`src/rtl/mem_stage_pkg.sv`:
```
// Shared definitions for the MEM stage and its neighbours: writeback-select
// encodings, the MEM access FSM states and a word-alignment helper.
package mem_stage_pkg;

  typedef logic [1:0] wb_sel_t;

  localparam wb_sel_t WB_ALU = 2'b00;
  localparam wb_sel_t WB_MEM = 2'b01;
  localparam wb_sel_t WB_NPC = 2'b10;

  typedef enum logic {
    ST_IDLE = 1'b0,
    ST_WAIT = 1'b1
  } mem_state_t;

  localparam int WAIT_CNT_W = 8;

  function automatic logic is_word_aligned(input logic [31:0] addr);
    return (addr[1:0] == 2'b00);
  endfunction

endpackage

```
`src/rtl/mem_stage_if.sv`:
```
// Data-memory request/acknowledge bus between the MEM stage (master) and the
// data memory (slave).
interface mem_stage_if;

  logic        dm_req;
  logic        dm_we;
  logic [31:0] dm_addr;
  logic [31:0] dm_wdata;
  logic        dm_ack;
  logic [31:0] dm_rdata;

  modport master (
    output dm_req,
    output dm_we,
    output dm_addr,
    output dm_wdata,
    input  dm_ack,
    input  dm_rdata
  );

  modport slave (
    input  dm_req,
    input  dm_we,
    input  dm_addr,
    input  dm_wdata,
    output dm_ack,
    output dm_rdata
  );

endinterface

```
`src/rtl/mem_stage_wb_mux.sv`:
```
// Writeback-value select for the MEM/WB register. The unused 2'b11 code
// yields zero so an undefined select never leaks stale data.
module wb_mux
  import mem_stage_pkg::*;
(
  input  wb_sel_t     i_sel,
  input  logic [31:0] i_alu,
  input  logic [31:0] i_mem,
  input  logic [31:0] i_npc,
  output logic [31:0] o_val
);

  // Pick the writeback source by select code
  always_comb begin
    o_val = 32'h0;
    case (i_sel)
      WB_ALU:  o_val = i_alu;
      WB_MEM:  o_val = i_mem;
      WB_NPC:  o_val = i_npc;
      default: o_val = 32'h0;
    endcase
  end

endmodule

```
`src/rtl/mem_stage.sv`:
```
// MEM pipeline stage: issues data-memory accesses, stalls upstream while the
// memory is busy, aborts on timeout and loads the MEM/WB register.
//
// state   | meaning
// --------+-------------------------------------------------------------
// ST_IDLE | no access outstanding; a valid access is requested here and
//         | completes at once if the memory acks in the same cycle
// ST_WAIT | access outstanding, waiting for dm_ack or timeout
module mem_stage
  import mem_stage_pkg::*;
#(
  parameter int TIMEOUT = 255
) (
  input  logic        clk,
  input  logic        rst,
  input  logic        RegWr_EX,
  input  logic        MemWr_EX,
  input  logic        MemRd_EX,
  input  wb_sel_t     WBdata_EX,
  input  logic [31:0] ALUout_EX,
  input  logic [31:0] D,
  input  logic [31:0] npc3,
  input  logic [4:0]  rd3,
  input  logic        RPzero_EX,
  mem_stage_if.master dm,
  output logic        stall,
  output logic        RegWr_MEM,
  output logic [4:0]  rd4,
  output logic [31:0] WBval,
  output logic        mem_err
);

  localparam logic [WAIT_CNT_W-1:0] L_TMO = WAIT_CNT_W'(TIMEOUT);

  mem_state_t            r_state;
  mem_state_t            w_state_nxt;
  logic [WAIT_CNT_W-1:0] r_wait_cnt;
  logic [WAIT_CNT_W-1:0] w_wait_cnt_nxt;
  logic [WAIT_CNT_W-1:0] w_wait_cnt_inc;

  logic        w_mem_op;
  logic        w_valid;
  logic        w_misalign;
  logic        w_req;
  logic        w_complete;
  logic        w_timeout;
  logic [31:0] w_wb_val;

  assign w_mem_op       = MemRd_EX | MemWr_EX;
  assign w_valid        = w_mem_op & ~RPzero_EX & is_word_aligned(ALUout_EX);
  assign w_misalign     = w_mem_op & ~RPzero_EX & ~is_word_aligned(ALUout_EX);
  assign w_wait_cnt_inc = r_wait_cnt + 1'b1;

  // Store wins when both load and store are flagged, since dm_we follows MemWr
  assign dm.dm_req   = w_req;
  assign dm.dm_we    = MemWr_EX;
  assign dm.dm_addr  = ALUout_EX;
  assign dm.dm_wdata = D;
  assign stall       = w_req & ~dm.dm_ack;

  // Next state, request and completion; the timeout fires in the WAIT cycle
  // whose increment brings the count to TIMEOUT, so TIMEOUT is the total
  // number of stall cycles an unanswered access costs. A late ack in that
  // same cycle still completes normally.
  always_comb begin
    w_state_nxt    = r_state;
    w_wait_cnt_nxt = r_wait_cnt;
    w_req          = 1'b0;
    w_complete     = 1'b0;
    w_timeout      = 1'b0;
    case (r_state)
      ST_IDLE: begin
        w_wait_cnt_nxt = '0;
        if (w_valid) begin
          w_req = 1'b1;
          if (dm.dm_ack) begin
            w_complete = 1'b1;
          end else begin
            w_state_nxt = ST_WAIT;
          end
        end else begin
          w_complete = 1'b1;
        end
      end
      ST_WAIT: begin
        if (dm.dm_ack) begin
          w_req       = 1'b1;
          w_complete  = 1'b1;
          w_state_nxt = ST_IDLE;
        end else if (w_wait_cnt_inc == L_TMO) begin
          w_timeout   = 1'b1;
          w_state_nxt = ST_IDLE;
        end else begin
          w_req          = 1'b1;
          w_wait_cnt_nxt = w_wait_cnt_inc;
        end
      end
      default: begin
        w_state_nxt    = ST_IDLE;
        w_wait_cnt_nxt = '0;
      end
    endcase
    if (rst) begin
      w_req = 1'b0;
    end
  end

  // FSM state and wait counter
  always_ff @(posedge clk) begin
    if (rst) begin
      r_state    <= ST_IDLE;
      r_wait_cnt <= '0;
    end else begin
      r_state    <= w_state_nxt;
      r_wait_cnt <= w_wait_cnt_nxt;
    end
  end

  wb_mux u_wb_mux (
    .i_sel (WBdata_EX),
    .i_alu (ALUout_EX),
    .i_mem (dm.dm_rdata),
    .i_npc (npc3),
    .o_val (w_wb_val)
  );

  // MEM/WB register; stalls, aborts and squashes all leave a bubble
  always_ff @(posedge clk) begin
    if (rst) begin
      RegWr_MEM <= 1'b0;
      rd4       <= '0;
      WBval     <= '0;
    end else begin
      RegWr_MEM <= w_complete & RegWr_EX & ~RPzero_EX & ~w_misalign;
      rd4       <= rd3;
      WBval     <= w_wb_val;
    end
  end

  // Sticky error for misaligned or timed-out accesses
  always_ff @(posedge clk) begin
    if (rst) begin
      mem_err <= 1'b0;
    end else if ((r_state == ST_IDLE && w_misalign) || w_timeout) begin
      mem_err <= 1'b1;
    end
  end

endmodule

```
`src/flat_wrapper.sv`:
```
// flat-port wrapper written by rule: the top's interface ports become plain ports
module mem_stage_flat import mem_stage_pkg::*;
#(
  parameter int TIMEOUT = 255
)
  (clk, rst, RegWr_EX, MemWr_EX, MemRd_EX, WBdata_EX, ALUout_EX, D, npc3, rd3, RPzero_EX, stall, RegWr_MEM, rd4, WBval, mem_err, dm_dm_req, dm_dm_we, dm_dm_addr, dm_dm_wdata, dm_dm_ack, dm_dm_rdata);
  mem_stage_if dm_i ();
  input  logic clk;
  input  logic rst;
  input  logic RegWr_EX;
  input  logic MemWr_EX;
  input  logic MemRd_EX;
  input  wb_sel_t WBdata_EX;
  input  logic [31:0] ALUout_EX;
  input  logic [31:0] D;
  input  logic [31:0] npc3;
  input  logic [4:0] rd3;
  input  logic RPzero_EX;
  output logic stall;
  output logic RegWr_MEM;
  output logic [4:0] rd4;
  output logic [31:0] WBval;
  output logic mem_err;
  output wire logic [$bits(dm_i.dm_req)-1:0] dm_dm_req;
  output wire logic [$bits(dm_i.dm_we)-1:0] dm_dm_we;
  output wire logic [$bits(dm_i.dm_addr)-1:0] dm_dm_addr;
  output wire logic [$bits(dm_i.dm_wdata)-1:0] dm_dm_wdata;
  input wire logic [$bits(dm_i.dm_ack)-1:0] dm_dm_ack;
  input wire logic [$bits(dm_i.dm_rdata)-1:0] dm_dm_rdata;
  assign dm_dm_req = dm_i.dm_req;
  assign dm_dm_we = dm_i.dm_we;
  assign dm_dm_addr = dm_i.dm_addr;
  assign dm_dm_wdata = dm_i.dm_wdata;
  assign dm_i.dm_ack = dm_dm_ack;
  assign dm_i.dm_rdata = dm_dm_rdata;
  mem_stage #(.TIMEOUT(TIMEOUT)) u_core (.clk(clk), .rst(rst), .RegWr_EX(RegWr_EX), .MemWr_EX(MemWr_EX), .MemRd_EX(MemRd_EX), .WBdata_EX(WBdata_EX), .ALUout_EX(ALUout_EX), .D(D), .npc3(npc3), .rd3(rd3), .RPzero_EX(RPzero_EX), .dm(dm_i), .stall(stall), .RegWr_MEM(RegWr_MEM), .rd4(rd4), .WBval(WBval), .mem_err(mem_err));
endmodule
```
`config.mk`:
```
export PLATFORM = sky130hd
export DESIGN_NAME = mem_stage_flat
export DESIGN_NICKNAME = d
export VERILOG_FILES = /design/src/rtl/mem_stage_pkg.sv /design/src/rtl/mem_stage_if.sv /design/src/rtl/mem_stage_wb_mux.sv /design/src/rtl/mem_stage.sv /design/src/flat_wrapper.sv
export SDC_FILE = /design/constraint.sdc
export NUM_CORES = 1
export LEC_CHECK = 0
export CAP_MARGIN = 25
export CORE_MARGIN = 4
export CORE_UTILIZATION = 34
export DETAILED_ROUTE_END_ITERATION = 8
export PLACE_DENSITY = 0.88
export SLEW_MARGIN = 10
export SYNTH_ARGS = -nofsm -noshare
export SYNTH_HDL_FRONTEND = slang
export SYNTH_SLANG_ARGS = --single-unit
```
`constraint.sdc`:
```
create_clock -name clk -period 4.3 [get_ports clk]
set_input_delay 0.86 -clock clk [delete_from_list [all_inputs] [get_ports clk]]
set_output_delay 0.86 -clock clk [all_outputs]
set_load 0.01 [all_outputs]
```
Word level (Yosys, flattened, before mapping) --
Index checks and enable logic that the tools add are counted.
Storage, ports and cells: bits in registers 48, bits in latches 0, memory bits (writable) 0, ROM bits 0, output and inout port bits 106, word-level logic and storage cells 49, memories 0
Cells by class: add/subtract/negate cells 1, multipliers 0, divide/modulo/power cells 0, magnitude comparators 0, equal/unequal tests 5, shift-type cells 0, muxes and demuxes 19, bitwise operators 13, reductions and logical operators 5
Operators with widths (count):
- 32-bit case mux with 3 select lines | 1
- 8-bit two-way mux | 2
- 8-bit case mux with 2 select lines | 1
- 1-bit two-way mux | 12
- 8-bit by 1-bit adder with 8-bit output (second input constant) | 1
- 8-bit == test (second input constant) | 1
- 1-bit bitwise AND | 7
- 1-bit case mux with 2 select lines | 3
- 1-bit inverter | 5
- 2-bit logical NOT | 2
- 2-bit inequality test (second input constant) | 2
- 2-bit by 1-bit == test with 1-bit output (second input constant) | 1
- 2-bit == test (second input constant) | 1
- 2-bit AND reduction | 1
- 1-bit logical AND | 1
- 1-bit logical OR | 1
- 1-bit bitwise OR | 1

Logic depth before layout (Yosys ltp) --
Gate-level depths: netlist (run 1).
word-level depth 8, mapped depth 6, mapped depth without buffers 6

Cells and area by module --
From an unflattened synthesis (run 1), not the netlist that was laid out.
Unflattened totals: cells, all modules 288, area total of the unflattened synthesis 2876.5 sq um
Modules (own cells, without submodules):
- mem_stage | instances 1, cells an instance 211, area each 2089.5 sq um, sequential area each 960.9 sq um
- wb_mux | instances 1, cells an instance 77, area each 787.0 sq um, sequential area each 0.0 sq um

Least setup slack after synthesis (run 1) --
Ideal clock, no wire load.
path type input-to-output, start point input port RPzero_EX, end point output port stall, arrival 1.727 ns, data required time 3.440 ns, path slack 1.713 ns, stages on the path 4, buffers on the path 0, cell sequence o21ba_2 > a21oi_1 > or2_2 > nor3_1
On the way: word-level cells in the longest chain between the ends 7
Ends and longest elaborated chain:
- start: declaration | RTL line flat_wrapper.sv:18 | input logic RPzero_EX;
- 1-bit inverter | RTL line mem_stage.sv:50 | assign w_valid = w_mem_op & ~RPzero_EX & is_word_aligned(ALUout_EX);
- 1-bit bitwise AND (2 in series) | RTL line mem_stage.sv:50
- 1-bit two-way mux | RTL line mem_stage.sv:74 | if (w_valid) begin
- 1-bit case mux with 2 select lines | RTL line mem_stage.sv:71 | case (r_state)
- 1-bit two-way mux | RTL line mem_stage.sv:103 | if (rst) begin
- 1-bit bitwise AND | RTL line mem_stage.sv:59 | assign stall = w_req & ~dm.dm_ack;
- end: declaration | RTL line flat_wrapper.sv:19 | output logic stall;
Every way passes these cells.

Worst setup path after layout (run 1) --
Ends and elaborated chain as after synthesis.

==> results of run 1 <==
-- per-layer routing --
layer	global-route usage	wire length, um	up-vias
met5	0	0	-
met4	0.0518	130	0
met3	0.0503	699	10
met2	0.353	4960	118
met1	0.208	3460	1185
li1	-	-	1238
-- per-stage QoR --
stage,utilization,std cells
3_3_place_gp,0.534,533
3_5_place_dp,0.534,533
4_1_cts,0.546,541
5_1_grt,0.546,541
6_report,0.546,541
2_1_floorplan,-,327
-- state kept, by name, summed over array words and instances, names as in the netlist --
name and cells:
u_core.RegWr_MEM 1, u_core.WBval 32, u_core.mem_err 1, u_core.r_state 1, u_core.r_wait_cnt 8, u_core.rd4 5
-- critical path: stages --
cell and delay (ns):
clkdlybuf4s50_1 0.43, o21ba_2 0.25, a21oi_1 0.07, or2_2 0.30
nor3_1 0.20, clkdlybuf4s50_1 0.57
-- report_power, final --
group          switching (W)  internal, W  total [W]
Sequential        0.00000639     0.000467   0.000473
Combinational       0.000109     0.000184   0.000293
Clock               0.000157     0.000115   0.000272
-- layout by cell type (no fill, tap or decap), types with 2 or more instances in the layout --
cell type	Yosys	routed
clkinvlp_4	0	2
buf_4	65	4
nor2b_1	7	6
xor2_1	4	4
inv_1	2	2
clkdlybuf4s50_1	0	182
nor3_1	4	4
nand3_2	2	2
o22ai_1	2	2
nand3_1	3	3
ha_1	2	2
nand2_1	8	8
dfxtp_1	48	48
xnor2_1	2	2
nor2_1	71	71
mux2i_1	33	33
a21oi_1	36	36
clkbuf_8	0	5
o21ai_0	4	4
-- worst paths after layout --
path | from | to | cells after the start
worst min register to register | u_core.mem_err | u_core.mem_err | 1
worst max-delay path | RPzero_EX | stall | 6
worst min-delay path | u_core.mem_err | u_core.mem_err | 1
worst max register to register | u_core.r_wait_cnt[1] | u_core.r_wait_cnt[1] | 5
-- cell families after synthesis --
kind of cell | Yosys count | share of synthesized area
and+or+nand+nor | 106 | 0.178
muxes | 33 | 0.122
buffers and inverters | 85 | 0.210
AOI/OAI and AO/OA | 47 | 0.104
adders and majority gates | 2 | 0.00927
DFF | 48 | 0.356
xor gates and xnor gates | 6 | 0.0195
-- layout make-up --
type                       instances  area (um2)  share of cell area
inverter                           2        7.51             0.00178
timing repair buffer             187        1860               0.440
sequential                        48         961               0.228
clock buffer                       5        68.8              0.0163
tap                              102         128              0.0302
multi-input combinational        194        1170               0.278
clock inverter                     3        23.8             0.00563
==> impl_metrics.env, run 1 <==
export IMPL_status="complete, no violations"
export IMPL_firstDrtPassIters=4
export IMPL_num_io_pins=248
export IMPL_worstPathArrival_ns=2.67
export IMPL_global_route_usage_total=0.189
export IMPL_relSlewSlack=0.589
export IMPL_wl_per_cell_um=17.1
export IMPL_cp_start_kind="primary input"
export IMPL_clkLatencyLatePin_ns=0.30
export IMPL_start_util=0.349
export IMPL_critical_path_class="primary input to primary output"
export IMPL_cts_root_buf="clkbuf_8"
export IMPL_placement_io_buffers=183
export IMPL_r2r_slack_ns=2.53
export IMPL_worst_pin_slew_ns=0.613
export IMPL_cts_sinks=48
export IMPL_postSynthCellCount=327
export IMPL_grt_pass1_wl_um=14300
export IMPL_num_vias=2551
export IMPL_place_congestion=0.869
export IMPL_cts_clk_slew_worst_paths_ns=0.09
export IMPL_drtAntennaViolNets=0
export IMPL_die_y_um=97.1
export IMPL_synth_top_area_cell="dfxtp_1"
export IMPL_layout_min_cycle_time_ns=3.53
export IMPL_syn_to_final_growth_pct=56.3
export IMPL_die_w_um=97.1
export IMPL_syn_avg_cell_area_um2=8.26
export IMPL_final_area_um2=4220
export IMPL_max_freq_ghz=0.283
export IMPL_hold_viol_final=0
export IMPL_cts_made_buffers=5
export IMPL_grt_setup_unrepaired="no"
export IMPL_grt_ovfl_total=0
export IMPL_yosysTopAreaCellShare=0.356
export IMPL_synth_seq_cells=48
export IMPL_power_leakage_nw=1.63
export IMPL_whs_ns=0.492
export IMPL_antenna_found_initial=0
export IMPL_diodes=0
export IMPL_n_fill_cell=684
export IMPL_cts_hold_buf=0
export IMPL_synth_top_cells_by_count="nor2_1, buf_4, dfxtp_1"
export IMPL_peakVddDrop_mv=0.129
export IMPL_nets=582
export IMPL_drt_iter0_drc=55
export IMPL_drc_errors=0
export IMPL_synthFlopType="dfxtp_1"
export IMPL_min_period_over_period=0.821
export IMPL_cts_setup_buffers=0
export IMPL_finalWirelength_um=9250
export IMPL_maxCapViolations=0
export IMPL_setup_violations=0
export IMPL_timing_final_max_slew_violations=0
export IMPL_powerDensity_nw_per_um2=246
export IMPL_dpl_hpwl_um=7590
export IMPL_via_per_inst=4.72
export IMPL_synthTopCellsByArea="dfxtp_1, buf_4, mux2i_1"
export IMPL_syn_nets=471
export IMPL_layout_setup_ws_ns=0.770
export IMPL_syn_area_um2=2700
export IMPL_seq_area_frac_synth=0.356
export IMPL_placement_cell_area_um2=4130
export IMPL_synth_cell_types=34
export IMPL_post_cts_resized=0
export IMPL_clock_skew_ns=0.00451
export IMPL_die_area_um2=9430
export IMPL_hp_class="register to register"
export IMPL_cts_tree="built"
export IMPL_cts_htree_levels=2
export IMPL_worst_path_max_fanout=3
export IMPL_clk_path_buf_depth=2
export IMPL_yosysMostFrequentCell="nor2_1"
export IMPL_rows=32
export IMPL_grt_max_degree=41
export IMPL_layout_drive_gt1_share=0.0501
export IMPL_setup_tns_ns=0
export IMPL_cp_end_kind="primary output"
export IMPL_yosysWarnings=0
export IMPL_synth_edff_count=0
export IMPL_cp_required_ns=3.44
export IMPL_core_um2=7730
export IMPL_async_flop_share=0
export IMPL_pre_cts_slack_ns=0.775
export IMPL_power_total_w=0.00104
export IMPL_grt_pass1_vias=2705
Power figures use the tool's default switching activity.
==> run 2, diff against run 1 <==
--- a/config.mk
+++ b/config.mk
@@ -7,9 +7,9 @@
 export LEC_CHECK = 0
 export CAP_MARGIN = 25
 export CORE_MARGIN = 4
-export CORE_UTILIZATION = 34
+export CORE_UTILIZATION = 28
 export DETAILED_ROUTE_END_ITERATION = 8
-export PLACE_DENSITY = 0.88
+export PLACE_DENSITY = 0.77
 export SLEW_MARGIN = 10
 export SYNTH_ARGS = -nofsm -noshare
 export SYNTH_HDL_FRONTEND = slang
==> constraint.sdc (replaced) <==
create_clock -name clk -period 3 [get_ports clk]
set_input_delay 0.6 -clock clk [delete_from_list [all_inputs] [get_ports clk]]
set_output_delay 0.6 -clock clk [all_outputs]
set_load 0.01 [all_outputs]
==> run 2 against run 1 <==
Compared with the run above: count of clock-buffer cells in the layout is 3 higher; sequential share of layout area decreased by 0.33 points; first-iteration DRC count is 11% lower; highest routed layer unchanged; wire length is 1.4% lower; worst hold slack gained 0.0023 ns; via count shrank 1.3%; critical path depth is the same.
==> impl_metrics.env, run 2 (synthesized netlist as in run 1, its figures left out) <==
export IMPL_p_comb_frac=0.280
export IMPL_power_total_w=0.00150
export IMPL_final_cell_mix="clkdlybuf4s50_1, nor2_1, dfxtp_1"
export IMPL_cts_clk_slew_worst_paths_ns=0.08
export IMPL_seq_power_share=0.452
export IMPL_cts_root_buf="clkbuf_8"
export IMPL_num_vias=2517
export IMPL_diodes=0
export IMPL_global_route_usage_total=0.154
export IMPL_cts_htree_levels=2
export IMPL_placement_io_buffers=183
export IMPL_powerDensity_nw_per_um2=350
export IMPL_critical_path_class="primary input to primary output"
export IMPL_setup_violations=0
export IMPL_cp_start_kind="primary input"
export IMPL_place_congestion=0.831
export IMPL_final_area_um2=4280
export IMPL_layoutNonFillerInstCount=571
export IMPL_grt_max_degree=41
export IMPL_top_regs="u_core.WBval (32), u_core.r_wait_cnt (8), u_core.rd4 (5)"
export IMPL_cpMostUsedCell="clkdlybuf4s50_1"
export IMPL_clk_path_buf_depth=2
export IMPL_status="complete, no violations"
export IMPL_firstDrtPassIters=7
export IMPL_largest_register="u_core.WBval"
export IMPL_largest_register_ffs=32
export IMPL_power_switching_w=0.000377
export IMPL_pwr_share_clk=0.267
export IMPL_max_freq_ghz=0.346
export IMPL_clock_skew_ns=0.00150
export IMPL_grt_pass1_vias=2521
export IMPL_grt_pass1_wl_um=13500
export IMPL_hold_viol_final=0
export IMPL_drt_iter0_drc=49
export IMPL_path_cells="clkdlybuf4s50_1, o21ba_2, a21oi_1, or2_2, nor2_1, clkdlybuf4s50_1"
export IMPL_maxCapViolations=0
export IMPL_die_w_um=106
export IMPL_core_um2=9330
export IMPL_cp_end_kind="primary output"
export IMPL_start_util=0.289
export IMPL_cp_slowest_cell="clkdlybuf4s50_1"
export IMPL_startpoint="RPzero_EX"
export IMPL_drtAntennaViolNets=0
export IMPL_worst_path_largest_cell_delay_ns=0.55
export IMPL_relSlewSlack=0.551
export IMPL_cts_made_buffers=5
export IMPL_cts_setup_buffers=0
export IMPL_timing_final_max_slew_violations=0
export IMPL_die_area_um2=11300
export IMPL_dpl_hpwl_um=7300
export IMPL_placement_cell_area_um2=4180
export IMPL_num_io_pins=248
export IMPL_cp_required_ns=2.40
export IMPL_hp_class="register to register"
export IMPL_wl_per_cell_um=16.0
export IMPL_nets=585
export IMPL_syn_to_final_growth_pct=58.6
export IMPL_cts_tree="built"
export IMPL_p_int_w=0.00112
export IMPL_grt_ovfl_total=0
export IMPL_die_y_um=106
export IMPL_r2r_start="u_core.r_wait_cnt[1]"
export IMPL_swShare=0.251
export IMPL_antenna_found_initial=0
export IMPL_layout_min_cycle_time_ns=2.89
export IMPL_power_leakage_nw=1.67
export IMPL_finalWirelength_um=9120
export IMPL_worst_pin_slew_ns=0.671
export IMPL_layout_commonest_cell="clkdlybuf4s50_1"
export IMPL_layout_drive_gt1_share=0.0588
export IMPL_via_per_inst=4.41
export IMPL_drc_errors=0
export IMPL_clkLatencyLatePin_ns=0.29
export IMPL_hp_start="u_core.mem_err"
export IMPL_cts_sinks=48
export IMPL_placed_cells=563
export IMPL_min_period_over_period=0.965
export IMPL_rows=35
export IMPL_peakVddDrop_mv=0.197
export IMPL_worstPathArrival_ns=2.29
export IMPL_worst_path_max_fanout=3
run 2: critical path, delay by kind of cell:
| family | cells | cell delay (ns) |
|---|---|---|
| simple gates | 2 | 0.42 |
| buf+inv | 2 | 0.97 |
| compound gates | 2 | 0.31 |
run 2: final cells by class:
class                           count  area, um2
Timing Repair Buffer              190       1880
Inverter                            2       7.51
Clock buffer                        8       90.1
Tap cell                          129        161
Multi-Input combinational cell    194       1180
Fill cell                         942       5050
Sequential cell                    48        961
run 2: final timing paths:
path | to | slack, ns | cells after the start
hold / removal | u_core.mem_err | 0.49 | 1
hold reg to reg | u_core.mem_err | 0.49 | 1
setup reg to reg | u_core.r_wait_cnt[1] | 1.23 | 5
setup / recovery | dm_dm_req | 0.11 | 6
run 2: stage by stage:
stage	TNS, ns	hold WS [ns]	utilization	worst slack, ns
CTS	0	0.502	0.458	0.0222
detailed placement	0	0.481	0.448	0.0285
global placement	0	0.465	0.448	0.0693
floorplan	0	0.484	-	0.933
global route	-0.0130	0.546	0.459	-0.0130
finish	0	0.494	0.459	0.106
run 2: timing repair:
item / CTS / global route
endpoints found under the setup margin: 0 / 2
gates resized for setup: 0 / 3
hold buffers: 0 / 0
run 2: per-layer routing:
layer / GRT usage / part of all wire
met5: 0 / 0
met4: 0.0426 / 0.016
met3: 0.0461 / 0.068
met2: 0.285 / 0.54
met1: 0.168 / 0.37
run 2: power groups by stage:
stage	sequential, W	combinational [W]	clock (W)
6_report	0.000678	0.000420	0.000401
5_1_grt	0.000682	0.000452	0.000448
4_1_cts	0.000678	0.000426	0.000424
3_5_place_dp	0.000693	0.000423	0
3_3_place_gp	0.000693	0.000418	0
2_1_floorplan	0.000710	0.000193	0
